--- config.mk ---
export PLATFORM = sky130hd
export DESIGN_NAME = spmm_bsr_cmd_issuer
export DESIGN_NICKNAME = d
export VERILOG_FILES = /design/src/rtl/spmm_bsr_pkg.sv /design/src/rtl/spmm_cmd_fifo.sv /design/src/rtl/spmm_bsr_cmd_issuer.sv
export SDC_FILE = /design/constraint.sdc
export NUM_CORES = 1
export LEC_CHECK = 0
export CORE_ASPECT_RATIO = 0.8
export CORE_MARGIN = 5
export CORE_UTILIZATION = 30
export CTS_BUF_LIST = sky130_fd_sc_hd__clkbuf_8 sky130_fd_sc_hd__clkbuf_16
export CTS_CLUSTER_SIZE = 25
export DETAILED_ROUTE_END_ITERATION = 6
export HOLD_SLACK_MARGIN = 0.05
export SLEW_MARGIN = 15
export SYNTH_ARGS = -nofsm -noshare
export SYNTH_HDL_FRONTEND = slang
export SYNTH_SLANG_ARGS = --single-unit
--- constraint.sdc ---
create_clock -name clk -period 3.4 [get_ports clk]
set_input_delay 0.51 -clock clk [delete_from_list [all_inputs] [get_ports clk]]
set_output_delay 0.51 -clock clk [all_outputs]
set_load 0.05 [all_outputs]
--- src/rtl/spmm_bsr_pkg.sv ---
// Shared types for the spmm_bsr command issuer: response status codes, the
// issuer FSM states and the queued command descriptor.
package spmm_bsr_pkg;

  // Widest tag a descriptor can carry; instances use TAG_W <= this.
  localparam int SPMM_TAG_MAX_W = 16;

  typedef enum logic [1:0] {
    ST_OK       = 2'd0,
    ST_ZERO_DIM = 2'd1,
    ST_TIMEOUT  = 2'd2
  } rsp_status_e;

  typedef enum logic [2:0] {
    S_IDLE,
    S_ISSUE,
    S_WAIT,
    S_CAPTURE,
    S_RESP,
    S_DRAIN
  } issuer_state_e;

  typedef struct packed {
    logic [SPMM_TAG_MAX_W-1:0] tag;
    logic [15:0]               m_rows;
    logic [15:0]               s_tokens;
    logic [15:0]               head_dim;
  } spmm_cmd_t;

  function automatic logic has_zero_dim(input spmm_cmd_t c);
    return (c.m_rows == 16'd0) || (c.s_tokens == 16'd0) || (c.head_dim == 16'd0);
  endfunction

endpackage

--- src/rtl/spmm_cmd_fifo.sv ---
// Synchronous FIFO of command descriptors; head is visible combinationally on dout.
module spmm_cmd_fifo
  import spmm_bsr_pkg::*;
#(
  parameter int DEPTH = 4
) (
  input  logic                     clk,
  input  logic                     rstn,
  input  logic                     push,
  input  logic                     pop,
  input  spmm_cmd_t                din,
  output spmm_cmd_t                dout,
  output logic                     full,
  output logic                     empty,
  output logic [$clog2(DEPTH):0]   count
);
  localparam int AW = $clog2(DEPTH);

  spmm_cmd_t   mem [DEPTH];
  logic [AW:0] wr_ptr;
  logic [AW:0] rd_ptr;
  logic        do_push;
  logic        do_pop;

  // Extra pointer bit separates full from empty when the indices match.
  assign count   = wr_ptr - rd_ptr;
  assign full    = (count == (AW+1)'(DEPTH));
  assign empty   = (count == '0);
  assign do_push = push && !full;
  assign do_pop  = pop && !empty;
  assign dout    = mem[rd_ptr[AW-1:0]];

  always_ff @(posedge clk or negedge rstn) begin
    if (!rstn) begin
      wr_ptr <= '0;
      rd_ptr <= '0;
    end else begin
      if (do_push) wr_ptr <= wr_ptr + 1'b1;
      if (do_pop)  rd_ptr <= rd_ptr + 1'b1;
    end
  end

  always_ff @(posedge clk) begin
    if (do_push) mem[wr_ptr[AW-1:0]] <= din;
  end

endmodule

--- src/rtl/spmm_bsr_cmd_issuer.sv ---
// Queues SpMM descriptors and runs them one at a time through the spmm_bsr
// engine, returning a tagged checksum/status response for each.
module spmm_bsr_cmd_issuer
  import spmm_bsr_pkg::*;
#(
  parameter int CMD_DEPTH = 4,
  parameter int TAG_W     = 4,
  parameter int TMO_W     = 32
) (
  input  logic              clk,
  input  logic              rstn,
  input  logic              cmd_valid,
  output logic              cmd_ready,
  input  logic [TAG_W-1:0]  cmd_tag,
  input  logic [15:0]       cmd_m_rows,
  input  logic [15:0]       cmd_s_tokens,
  input  logic [15:0]       cmd_head_dim,
  input  logic [TMO_W-1:0]  cfg_timeout,
  output logic              eng_start,
  output logic [15:0]       eng_m_rows,
  output logic [15:0]       eng_s_tokens,
  output logic [15:0]       eng_head_dim,
  input  logic              eng_busy,
  input  logic              eng_done,
  input  logic [63:0]       eng_checksum,
  output logic              rsp_valid,
  input  logic              rsp_ready,
  output logic [TAG_W-1:0]  rsp_tag,
  output logic [63:0]       rsp_checksum,
  output logic [1:0]        rsp_status,
  output logic              idle
);
  localparam int CW = $clog2(CMD_DEPTH) + 1;

  issuer_state_e state, state_nxt;
  spmm_cmd_t     fifo_din, fifo_head;
  logic          fifo_push, fifo_pop, fifo_full, fifo_empty;
  logic [CW-1:0] fifo_count;
  logic [TMO_W-1:0] wdog;
  logic          wdog_hit;
  logic          drain;
  logic [TAG_W-1:0] tag_q;
  rsp_status_e   status_q;
  logic          unused_ok;

  assign fifo_din  = '{tag: SPMM_TAG_MAX_W'(cmd_tag), m_rows: cmd_m_rows,
                       s_tokens: cmd_s_tokens, head_dim: cmd_head_dim};
  assign cmd_ready = !fifo_full;
  assign fifo_push = cmd_valid && cmd_ready;

  spmm_cmd_fifo #(.DEPTH(CMD_DEPTH)) u_fifo (
    .clk   (clk),
    .rstn  (rstn),
    .push  (fifo_push),
    .pop   (fifo_pop),
    .din   (fifo_din),
    .dout  (fifo_head),
    .full  (fifo_full),
    .empty (fifo_empty),
    .count (fifo_count)
  );

  assign wdog_hit   = (cfg_timeout != '0) && (wdog == cfg_timeout - TMO_W'(1));
  assign eng_start  = (state == S_ISSUE);
  assign rsp_valid  = (state == S_RESP);
  assign rsp_tag    = tag_q;
  assign rsp_status = status_q;
  assign idle       = fifo_empty && (state == S_IDLE);
  assign unused_ok  = ^{eng_busy, fifo_count, fifo_head.tag};

  always_ff @(posedge clk or negedge rstn) begin
    if (!rstn) state <= S_IDLE;
    else       state <= state_nxt;
  end

  // eng_done has priority over the watchdog expiring in the same WAIT cycle.
  always_comb begin
    state_nxt = state;
    fifo_pop  = 1'b0;
    case (state)
      S_IDLE: begin
        if (!fifo_empty) begin
          fifo_pop  = 1'b1;
          state_nxt = has_zero_dim(fifo_head) ? S_RESP : S_ISSUE;
        end
      end
      S_ISSUE:   state_nxt = S_WAIT;
      S_WAIT: begin
        if (eng_done)      state_nxt = S_CAPTURE;
        else if (wdog_hit) state_nxt = S_RESP;
      end
      S_CAPTURE: state_nxt = S_RESP;
      S_RESP:    if (rsp_ready) state_nxt = drain ? S_DRAIN : S_IDLE;
      S_DRAIN:   if (eng_done) state_nxt = S_IDLE;
      default:   state_nxt = S_IDLE;
    endcase
  end

  always_ff @(posedge clk or negedge rstn) begin
    if (!rstn) begin
      eng_m_rows   <= '0;
      eng_s_tokens <= '0;
      eng_head_dim <= '0;
      tag_q        <= '0;
      rsp_checksum <= '0;
      status_q     <= ST_OK;
      wdog         <= '0;
      drain        <= 1'b0;
    end else begin
      case (state)
        S_IDLE: begin
          if (fifo_pop) begin
            eng_m_rows   <= fifo_head.m_rows;
            eng_s_tokens <= fifo_head.s_tokens;
            eng_head_dim <= fifo_head.head_dim;
            tag_q        <= TAG_W'(fifo_head.tag);
            if (has_zero_dim(fifo_head)) begin
              rsp_checksum <= '0;
              status_q     <= ST_ZERO_DIM;
            end
          end
        end
        S_ISSUE: wdog <= '0;
        S_WAIT: begin
          if (wdog != '1) wdog <= wdog + 1'b1;
          // A timed-out engine is still running; its late done must be absorbed.
          if (!eng_done && wdog_hit) begin
            rsp_checksum <= '0;
            status_q     <= ST_TIMEOUT;
            drain        <= 1'b1;
          end
        end
        S_CAPTURE: begin
          rsp_checksum <= eng_checksum;
          status_q     <= ST_OK;
        end
        S_DRAIN: if (eng_done) drain <= 1'b0;
        default: ;
      endcase
    end
  end

endmodule
### After elaboration in Yosys (flattened, before gate mapping)

Memory sizes are Yosys's and may differ from the RTL's.
Index checks and enable logic that the tools add are counted.

* flip-flop bits (word level): 160
* memory bits (writable): 208
* input port bits: 154
* output and inout bits: 122
* word-level logic and storage cells: 83
* memories: 1

Memories
* u_fifo.mem: words 4, width 52, rd ports 1, clocked after memory_dff 0, write ports 1, RTL line spmm_cmd_fifo.sv:19 `spmm_cmd_t mem [DEPTH];`

* add/subtract/negate cells: 5
* eq/ne operators: 16
* muxes and demuxes: 25
* reductions and logical operators: 25

Operators with widths (number)
* 64-bit two-way mux: 3
* 64-bit case mux with 3 select lines: 1
* 32-bit case mux with 2 select lines: 1
* 16-bit zero test: 3
* 32-bit by 1-bit adder with 32-bit output, second input constant: 1
* 32-bit equality test: 1
* 32-bit two-way mux: 1
* 32-bit != test, second input constant: 1
* 32-bit nonzero test: 1
* 32-bit by 1-bit subtractor with 32-bit output, second input constant: 1
* 3-bit two-way mux: 7
* 3-bit case mux with 6 select lines: 1
* 3-bit equality test, second input constant: 3
* 2-bit != test, second input constant: 4
* 4-bit AND reduction: 2
* 3-bit by 1-bit adder with 3-bit output, second input constant: 2
* 3-bit by 2-bit equality test with 1-bit output, second input constant: 2
* 1-bit logical AND: 6
* 3-bit zero test: 2
* 1-bit two-way mux: 6
* 2-bit two-way mux: 3
* 2-bit by 1-bit != test with 1-bit output, second input constant: 3
* 2-bit case mux with 3 select lines: 1
* 2-bit AND reduction: 2
* other kinds (9): 13

### Depth between registers and ports, before layout

* depth in word-level cells: 7
* depth in mapped cells: 14
* gate-level depth less buffers: 10

### Cells and area by module

Synthesis repeated with hierarchy kept, for this count alone.

* cells, all modules: 1038
* area, all modules: 17092.6 um2

By module, submodules not included
* spmm_cmd_fifo: times used 1, cells each 377, area an instance 9648.0 um2, seq. area each 7837.5 um2
* spmm_bsr_cmd_issuer: times used 1, cells each 661, area an instance 7444.6 um2, seq. area each 3853.7 um2

### Worst setup path after synthesis

OpenSTA, ideal clock, no wires.

* path kind: register -> register
* from: register u_fifo.rd_ptr[1]
* to: register state[0]
* setup time: 134 ps
* arrival time: 3756 ps
* data required time: 3266 ps
* setup slack: -490 ps
* stages on the path, launching flop included: 13
* path buffers: 2
* clock period less this slack: 3890 ps
* path through: dfrtp_1 > buf_2 > buf_1 > inv_1 > ha_1 > nor2b_1 > xnor2_1 > nor2_1 > nor4b_1 > a211oi_1 > a22o_1 > a21oi_1 > o22ai_1

* word-level cells in the longest chain between the ends: 7
* elaborated cells between the ends (all ways): 13
* those cells by class: add/sub (1); eq/ne (1); mux (3); reduce/logical (7); memory (1)

RTL lines
* start, declared: RTL line spmm_cmd_fifo.sv:21 `logic [AW:0] rd_ptr;`
* start signal, assigned: RTL line spmm_cmd_fifo.sv:39 `if (do_pop) rd_ptr <= rd_ptr + 1'b1;`
* memory 4 x 52 bit
* 16-bit zero test: RTL line spmm_bsr_pkg.sv:31 `return (c.m_rows == 16'd0) || (c.s_tokens == 16'd0) || (c.head_dim == 16'd0);`
* 1-bit logical OR (2 in series): RTL line spmm_bsr_pkg.sv:31
* 3-bit two-way mux: RTL line spmm_bsr_cmd_issuer.sv:84 `state_nxt = has_zero_dim(fifo_head) ? S_RESP : S_ISSUE;`
* 3-bit two-way mux: RTL line spmm_bsr_cmd_issuer.sv:82 `if (!fifo_empty) begin`
* 3-bit case mux with 6 select lines: RTL line spmm_bsr_cmd_issuer.sv:80 `case (state)`
* end signal, assigned: RTL line spmm_bsr_cmd_issuer.sv:73 `else state <= state_nxt;`
* end, declared: RTL line spmm_bsr_cmd_issuer.sv:35 `issuer_state_e state, state_nxt;`

Several ways; a longest one is shown, not always the timed one. The select of a mux whose other input is x is not followed.
A chain may end at the register's enable or synchronous reset.

### Worst setup path in the final report

* from: input port cfg_timeout[7]
* to: register rsp_checksum[25]

* word-level cells in the longest chain between the ends: 6
* elaborated cells between the ends (all ways): 7
* those cells by class: add/sub (1); eq/ne (2); reduce/logical (4)

RTL lines
* start, declared: RTL line spmm_bsr_cmd_issuer.sv:18 `input logic [TMO_W-1:0] cfg_timeout,`
* 32-bit by 1-bit subtractor with 32-bit output: RTL line spmm_bsr_cmd_issuer.sv:63 `assign wdog_hit = (cfg_timeout != '0) && (wdog == cfg_timeout - TMO_W'(1));`
* 32-bit equality test: RTL line spmm_bsr_cmd_issuer.sv:63
* 1-bit logical AND (*): RTL line spmm_bsr_cmd_issuer.sv:63
* 1-bit logical AND (*): RTL line spmm_bsr_cmd_issuer.sv:127 `if (!eng_done && wdog_hit) begin`
* 2-bit != test (no line) (*)
* 4-bit AND reduction (no line) (*)
* end signal, assigned: RTL line spmm_bsr_cmd_issuer.sv:134 `rsp_checksum <= eng_checksum;`
* end, declared: RTL line spmm_bsr_cmd_issuer.sv:29 `output logic [63:0] rsp_checksum,`

Every way passes the cells marked *; elsewhere a longest branch is shown, timed or not.

==> flow_metrics.env <==
export IMPL_grt_max_degree=73
export IMPL_ant_nets=0
export IMPL_vdd_drop_max_mv=0.6182
export IMPL_synthDistinctLibCells=70
export IMPL_power_density_mw_per_mm2=890.8
export IMPL_die_w_microns=268.7
export IMPL_die_h_microns=217.0
export IMPL_initial_core_util=0.3047
export IMPL_clk_pin_slew_ns=0.06
export IMPL_layout_commonest_cell="clkdlybuf4s50_1"
export IMPL_ys_warn_count=0
export IMPL_power_mw=19.08
export IMPL_critical_path_required_ns=3.81
export IMPL_synth_edf_count=208
export IMPL_whs_path_depth=1
export IMPL_dr_first_iter_drc_count=671
export IMPL_gp_congestion=0.8514
export IMPL_insertion_delay_ns=0.57
export IMPL_port_buffers=274
export IMPL_worstHoldPathType="flop to flop"
export IMPL_wire_per_inst_microns=20.69
export IMPL_finalSetupViolCount=0
export IMPL_hold_path_end="u_fifo.wr_ptr[2]"
export IMPL_rsz0062_at_grt="false"
export IMPL_antenna_found_initial=6
export IMPL_worst_pin_slew_ns=0.7931
export IMPL_leakagePower_nw=7.747
export IMPL_cts_tree="built"
export IMPL_cts_sinks=368
export IMPL_syn_nets=1274
export IMPL_hold_slack_ns=0.4901
export IMPL_crit_type="primary input to flop"
export IMPL_antenna_cells=0
export IMPL_grt_pass1_vias=11230
export IMPL_hold_viol=0
export IMPL_drc_errors=0
export IMPL_critPathTopFamily="buffers and inverters"
export IMPL_fin_crit_sh=0.9505
export IMPL_core_area_sq_mm=0.05274
export IMPL_cap_viol_max_count=0
export IMPL_clock_skew_final_ns=0.03310
export IMPL_syn2layout_area_growth_pct=33.31
export IMPL_start_kind="primary input"
export IMPL_row_count=75
export IMPL_cp_arrival_ns=3.65
export IMPL_wl_microns=44610
export IMPL_r2r_setup_slack_ns=0.35
export IMPL_drive_above_1_share=0.1873
export IMPL_synthCells=1110
export IMPL_critPathSlowestCell="a2111oi_0"
export IMPL_synth_area_sq_mm=0.01607
export IMPL_ys_seq_area_frac=0.6379
export IMPL_maxSlewHeadroom=0.4713
export IMPL_cp_num_cells=10
export IMPL_ys_ff_latch=368
export IMPL_period_needed_ns=3.232
export IMPL_utilization=0.4062
export IMPL_vias=10850
export IMPL_cp_max_fo=49
export IMPL_htreeDepth=2
export IMPL_crit_top_cell="buf_4"
export IMPL_final_setup_tns_ns=0
export IMPL_drt_pass1_iter_count=5
export IMPL_outcome="finished clean"
export IMPL_r2r_start="u_fifo.rd_ptr[0]"
export IMPL_critPathMaxStageDelay_ns=0.74
export IMPL_vias_per_cell=5.034
export IMPL_clockBufferDepth=3
export IMPL_r2r_end="rsp_checksum[36]"
export IMPL_crit_chain="clkdlybuf4s50_1 > buf_4 > nor4_2 > nand4_2 > a2111oi_0 > buf_4 > nand4_1 > nor2_4 > buf_12 > o21ai_0"
export IMPL_crit_path_end_kind="flop"
export IMPL_synth_avg_cell_area_sq_um=14.48
export IMPL_cts_setup_buffers=0
export IMPL_drv_slew=0
export IMPL_io_pin_count=276
export IMPL_synth_ff_type="edfxtp_1"
export IMPL_hp_start="u_fifo.wr_ptr[2]"
export IMPL_clock_root_buffer="clkbuf_16"
export IMPL_overflow=0
export IMPL_fmax_mhz=309.4
export IMPL_nets=1596
export IMPL_async_flop_share=0.4348
export IMPL_cts_buffers=40
export IMPL_dieArea_sq_mm=0.05832
export IMPL_mostFrequentLayoutCells="270 x clkdlybuf4s50_1, 208 x edfxtp_1, 158 x dfrtp_1"
export IMPL_reg2regPathDepth=9
export IMPL_grt_usage=0.1487
export IMPL_cp_num_buf_inv=4
export IMPL_dp_hpwl_microns=29900
export IMPL_grt_pass1_wl_microns=67700
[how the worst max path moves through the flow]
stage / to / start
2_1_floorplan: state[0] / u_fifo.rd_ptr[1]
3_3_place_gp: rsp_checksum[1] / cfg_timeout[7]
3_5_place_dp: rsp_checksum[15] / cfg_timeout[7]
4_1_cts: idle / u_fifo.rd_ptr[0]
5_1_grt: idle / u_fifo.rd_ptr[1]
6_report: rsp_checksum[25] / cfg_timeout[7]
[power by group]
| group | total [mW] | switching, mW | internal [mW] |
|---|---|---|---|
| combinational | 8.28 | 4.97 | 3.31 |
| clock | 4.10 | 1.82 | 2.28 |
| sequential | 6.70 | 0.631 | 6.07 |
| total | 19.1 | 7.43 | 11.7 |
[per-stage QoR]
stage	worst slack [ns]	cell area [sq um]	std cells
after global placement	-0.2833	20140	2082
final	0.1682	21420	2156
after global routing	0.03429	21420	2156
after detailed placement	-0.3364	20140	2082
after CTS	0.009755	21400	2156
after floorplan	0.3188	16080	1110
[layer usage]
metal	global-route usage	up-vias	routed length, microns
li1	-	4994	-
met1	0.2013	5456	19430
met2	0.2348	324	20700
met3	0.04528	68	3519
met4	0.03906	12	876
met5	0	-	88
[sequential cells by signal (all words and copies together) (netlist names)]
| name | count |
|---|---|
| rsp_tag | 4 |
| drain | 1 |
| eng_head_dim | 16 |
| eng_m_rows | 16 |
| u_fifo.rd_ptr | 3 |
| rsp_status | 2 |
| state | 3 |
| u_fifo.wr_ptr | 3 |
| eng_s_tokens | 16 |
| wdog | 32 |
| u_fifo.mem | 208 |
| rsp_checksum | 64 |
[cell usage after synthesis, types with 3 or more instances]
cell	count	area, sq um
and3_1	7	43.79
mux2i_1	4	40.04
and4_1	4	35.03
nor3_1	13	65.06
xnor2_1	43	376.6
or3_1	4	25.02
edfxtp_1	208	6246
nand2_1	26	97.59
buf_6	3	33.78
a32oi_1	64	560.5
o31a_1	3	26.28
ha_1	10	125.1
nor4_4	4	85.08
a31oi_1	3	18.77
nor2b_1	6	37.54
nand4_1	20	125.1
o21ai_1	35	175.2
o31ai_1	3	22.52
a211oi_1	3	22.52
mux2_2	54	608.1
and2_1	3	18.77
a21oi_1	11	55.05
nor4b_1	4	35.03
o21ai_0	40	200.2
mux4_2	52	1171
nand3_1	84	420.4
nand2b_1	4	25.02
dfrtp_1	160	4004
inv_1	19	71.32
clkbuf_1	53	198.9
nor2_1	47	176.4
nor4_2	4	50.05
buf_2	15	75.07
nor4_1	19	118.9
xor2_1	32	280.3
[final cells by class]
| class | instances | area, sq um |
|---|---|---|
| clock buffers | 45 | 1070 |
| clock inverters | 28 | 180.2 |
| repair buffers | 354 | 3506 |
| inverters | 20 | 75.07 |
| fillers | 4883 | 31320 |
| well taps | 693 | 867.1 |
| flip-flops and latches | 368 | 10250 |
| multi-input cells | 648 | 5468 |
[repair_timing]
action / 4_1_cts / 5_1_grt
resized for setup: 0 / 3
endpoints found under the hold margin: 67 / 0
hold buffers: 1 / 0
endpoints found under the setup margin: 0 / 30
[cells by family after synthesis]
logic type | after synthesis | synth area share
AO/OA/AOI/OAI | 189 | 0.08231
buffers and inverters | 94 | 0.02500
XOR/XNOR | 75 | 0.04088
AND/OR/NAND/NOR | 264 | 0.09290
multiplexers | 110 | 0.1132
adder cells (fa/ha/maj) | 10 | 0.007787
flip-flops | 368 | 0.6379
Power figures use the tool's default switching activity.
